**src/rtl/rf_write_arbiter.sv**
```systemverilog
// Two-requester round-robin arbiter onto a single register-file write port.
// Optional per-requester grant/conflict statistics under RF_ARB_STATS_EN.
module rf_write_arbiter #(
    parameter int unsigned N = 32,
    parameter int unsigned S = 32,
    localparam int unsigned M = $clog2(S)
) (
    input  logic         clk,
    input  logic         rst_n,
    input  logic         a_valid,
    input  logic [M-1:0] a_addr,
    input  logic [N-1:0] a_data,
    output logic         a_ready,
    input  logic         b_valid,
    input  logic [M-1:0] b_addr,
    input  logic [N-1:0] b_data,
    output logic         b_ready,
    output logic         rf_we,
    output logic [M-1:0] rf_addr,
    output logic [N-1:0] rf_data
`ifdef RF_ARB_STATS_EN
    ,
    output logic [15:0]  a_grants,
    output logic [15:0]  b_grants,
    output logic [15:0]  conflicts
`endif
);

    localparam logic [0:0] PRI_A = 1'b0;
    localparam logic [0:0] PRI_B = 1'b1;

    logic [0:0]   pri_q;
    logic [0:0]   pri_d;
    logic         both_v;
    logic         grant_a;
    logic         grant_b;
    logic         grant_any;
    logic [M-1:0] win_addr;
    logic [N-1:0] win_data;

    // Priority pointer register
    always_ff @(posedge clk or negedge rst_n) begin
        if (!rst_n) begin
            pri_q <= PRI_A;
        end else begin
            pri_q <= pri_d;
        end
    end

    // Grant decision; the pointer only moves when both requesters compete
    always_comb begin
        pri_d   = pri_q;
        grant_a = 1'b0;
        grant_b = 1'b0;
        both_v  = a_valid && b_valid;
        if (rst_n) begin
            case (pri_q)
                PRI_A: begin
                    grant_a = a_valid;
                    grant_b = b_valid && !a_valid;
                    if (both_v) pri_d = PRI_B;
                end
                default: begin
                    grant_b = b_valid;
                    grant_a = a_valid && !b_valid;
                    if (both_v) pri_d = PRI_A;
                end
            endcase
        end
    end

    assign a_ready   = grant_a;
    assign b_ready   = grant_b;
    assign grant_any = grant_a || grant_b;
    assign win_addr  = grant_b ? b_addr : a_addr;
    assign win_data  = grant_b ? b_data : a_data;

    // Registered write port; address 0 is accepted but never written
    always_ff @(posedge clk or negedge rst_n) begin
        if (!rst_n) begin
            rf_we   <= 1'b0;
            rf_addr <= '0;
            rf_data <= '0;
        end else begin
            rf_we <= grant_any && (win_addr != '0);
            if (grant_any) begin
                rf_addr <= win_addr;
                rf_data <= win_data;
            end
        end
    end

`ifdef RF_ARB_STATS_EN
    // Saturating statistics counters
    always_ff @(posedge clk or negedge rst_n) begin
        if (!rst_n) begin
            a_grants  <= 16'd0;
            b_grants  <= 16'd0;
            conflicts <= 16'd0;
        end else begin
            if (grant_a && (a_grants != 16'hFFFF)) a_grants <= a_grants + 16'd1;
            if (grant_b && (b_grants != 16'hFFFF)) b_grants <= b_grants + 16'd1;
            if (both_v && (conflicts != 16'hFFFF)) conflicts <= conflicts + 16'd1;
        end
    end
`endif

endmodule

```
**config.mk**
```make
export PLATFORM = sky130hd
export DESIGN_NAME = rf_write_arbiter
export DESIGN_NICKNAME = d
export VERILOG_FILES = /design/src/rtl/rf_write_arbiter.sv
export SDC_FILE = /design/constraint.sdc
export NUM_CORES = 1
export LEC_CHECK = 0
export ABC_AREA = 1
export CAP_MARGIN = 20
export CORE_MARGIN = 2
export CORE_UTILIZATION = 26
export CTS_CLUSTER_DIAMETER = 200
export DETAILED_ROUTE_END_ITERATION = 8
export PLACE_DENSITY = 0.65
export SETUP_SLACK_MARGIN = 0.02
export SLEW_MARGIN = 20
export SYNTH_ARGS = -nofsm -noshare
export SYNTH_HDL_FRONTEND = slang
export SYNTH_SLANG_ARGS = --single-unit
```
**constraint.sdc**
```tcl
create_clock -name clk -period 1.55 [get_ports clk]
set_input_delay 0.31 -clock clk [delete_from_list [all_inputs] [get_ports clk]]
set_output_delay 0.31 -clock clk [all_outputs]
set_load 0.1 [all_outputs]
```
==> impl_metrics.ini <==
[run_status]
status = completed

[layout]
fin_cells = 429
post_route_cells_drive_above_1_share_pct = 34.5
area_delta_synth_final_pct = 97.1
fin_nets = 409
utilization_pct = 53.3
insertedDiodeCount = 0

[route]
vias = 1941
wl_um = 5850
drtAntennaViolNets = 0
drc = 0
drt_iter0_drc = 44
dr.pass1.iters = 4
viasPerCell = 4.52
avgRoutedWirePerCell_um = 13.6

[cts]
clockRootBuffer = clkbuf_8
cts_buffers = 5
clk_latency_ps = 280
clkSlewWorstSetupHoldPaths_ps = 70
htreeDepth = 2
tritoncts = done
max-clock-path-buffers = 2
clkSinkCount = 39

[timing]
worst_slack_ps = 82.3
worst_pin_slew_ps = 510
hold_violations = 0
finClkSkew_ps = 3.15
finalSetupViolations = 0
fmax_mhz = 681
timing.hold.ws_ps = 156
rsz0062_at_grt = false
post-route-period-util_pct = 94.7
layout_min_cycle_time_ps = 1470
finalMaxSlewViolations = 0
slew_headroom_pct = 66.0

[die]
die_area_sq_um = 8330
ios = 118
initial_core_util_pct = 27.0
dieHeight_um = 91.3
die_x_um = 91.3
coreArea_sq_um = 7330
placementRows = 31

[yosys]
yosysWarnings = 0
synth_area_sq_um = 1980
postSynthAreaPerCell_sq_um = 10.1
async_flop_share_pct = 100
synth_cells = 196
syn-num-nets = 274
ys_ff_latch = 39
ys_types = 23
ys.flop_type = dfrtp_1
synth_edf_count = 0
ys_seq_area_share_pct = 49.3

[worst_setup_path]
crit_start = pri_q
crit_fanout = 4
endpoint_kind = primary output
cp.arrival_ps = 1160
regToRegEndpoint = rf_data[20]
reg2regPathDepth = 8
start_kind = flip-flop
required_ps = 1240
criticalPathCategory = flip-flop to primary output
r2r_start = pri_q
ff2ff_setup_slack_ps = 190

[global_route]
use_met3_pct = 4.73
grt_pass1_vias = 2065
grt_max_degree = 40
antenna_found_initial = 0
use_met1_pct = 16.5
overflow = 0
grt_pass1_wl_um = 9870
top_usage_layer = met2
track_usage_pct = 14.7
met2_usage_pct = 26.8

[placed_design]
dp_cells = 418
dp_hpwl_um = 4560
port_buffers = 117
gp_routability_congestion = 0.776
pre_cts_ws_ps = -175

[power_and_ir_drop]
p_leak_nw = 1.63
total_power_mw = 5.46
power_density_nw_per_um2 = 1400
ir_drop_uv = 642

[job]
max_cap_viol_count = 0

[worst_hold_path]
hold_path_class = input pin to asynchronous set/reset pin
synth_stat cells (2+ instances only):
| library cell | n | area [sq um] |
|---|---|---|
| nor2_1 | 34 | 128 |
| nand3_1 | 3 | 15.0 |
| dfrtp_1 | 39 | 976 |
| nand2_4 | 2 | 22.5 |
| nand2_2 | 3 | 18.8 |
| o21ai_2 | 2 | 17.5 |
| o22ai_1 | 32 | 200 |
| nor3_2 | 30 | 300 |
| buf_4 | 2 | 15.0 |
| inv_2 | 3 | 11.3 |
| buf_6 | 7 | 78.8 |
| nand2_1 | 15 | 56.3 |
| inv_1 | 7 | 26.3 |
| nor3_1 | 2 | 10.0 |
| o21ai_1 | 4 | 20.0 |
| buf_2 | 4 | 20.0 |
final cells by class:
| type | count | area (sq um) |
|---|---|---|
| clock buffer | 6 | 72.6 |
| multi-input combinational | 131 | 835 |
| sequential | 39 | 976 |
| tap | 99 | 124 |
| inverter | 12 | 57.6 |
| fill | 632 | 3430 |
| timing repair buffer | 142 | 1840 |
cell families (layout without fill, tap and decap cells):
| group | Yosys count | in the layout | share of synthesized area [%] |
|---|---|---|---|
| compound gates | 40 | 40 | 12.7 |
| flops | 39 | 39 | 49.3 |
| buf+inv | 26 | 160 | 9.41 |
| simple gates | 90 | 90 | 28.2 |
| xor+xnor | 1 | 1 | 0.442 |
flip-flops by register name, indices dropped and copies added (netlist names):
| signal | flops |
|---|---|
| rf_data | 32 |
| rf_we | 1 |
| pri_q | 1 |
| rf_addr | 5 |
timing repair:
action / CTS / global route
endpoints found under the setup margin: 2 / 1
pin swaps: 2 / 1
hold buffers: 0 / 0
buffers inserted: 1 / 4
gates resized for setup: 5 / 0
critical path, cell delays in order, from the launching register on:
cell	delay [ps]
dfrtp_1	420
inv_2	100
nand2_4	70
nand2_8	100
inv_8	30
buf_12	150
placed cells by master, fill, tap and decap left out:
| master | Yosys | layout |
|---|---|---|
| a21oi_4 | 0 | 1 |
| buf_12 | 1 | 47 |
| buf_2 | 4 | 1 |
| buf_4 | 2 | 18 |
| clkbuf_1 | 0 | 1 |
| clkbuf_8 | 0 | 5 |
| clkdlybuf4s50_1 | 0 | 74 |
| clkinv_4 | 1 | 1 |
| dfrtp_1 | 39 | 39 |
| dlygate4sd2_1 | 0 | 2 |
| inv_1 | 7 | 7 |
| inv_2 | 3 | 3 |
| inv_8 | 0 | 1 |
| nand2_1 | 15 | 15 |
| nand2_2 | 3 | 3 |
| nand2_4 | 2 | 1 |
| nand2_8 | 0 | 1 |
| nand3_1 | 3 | 3 |
| nand3b_1 | 1 | 1 |
| nor2_1 | 34 | 34 |
| nor3_1 | 2 | 2 |
| nor3_2 | 30 | 30 |
| o21ai_0 | 1 | 1 |
| o21ai_1 | 4 | 4 |
| o21ai_2 | 2 | 2 |
| o22ai_1 | 32 | 32 |
| xor2_1 | 1 | 1 |
worst max-delay path by stage:
stage / to
after floorplan: rf_data[10]
after global placement: rf_data[21]
after detailed placement: rf_data[20]
after CTS: b_ready
after global routing: b_ready
final: b_ready
routing by layer:
| metal | share of wire [%] | vias to the layer above |
|---|---|---|
| met5 | 0 | - |
| met4 | 1.5 | 0 |
| met3 | 6.8 | 10 |
| met2 | 53 | 66 |
| met1 | 39 | 923 |
| li1 | - | 942 |
power by group:
group          total [mW]  internal (mW)  switching (mW)  leakage, nW
registers            1.47           1.23           0.239        0.423
clock network       0.635          0.300           0.335       0.0371
logic                3.35           1.29            2.06         1.17
total                5.46           2.82            2.64         1.63
stage by stage:
stage / area, sq um / TNS, ps
2_1_floorplan: 1990 / -1090
3_3_place_gp: 3770 / -4210
3_5_place_dp: 3770 / -5420
4_1_cts: 3860 / 0
5_1_grt: 3900 / 0
6_report: 3900 / 0
Power figures use the tool's default switching activity.
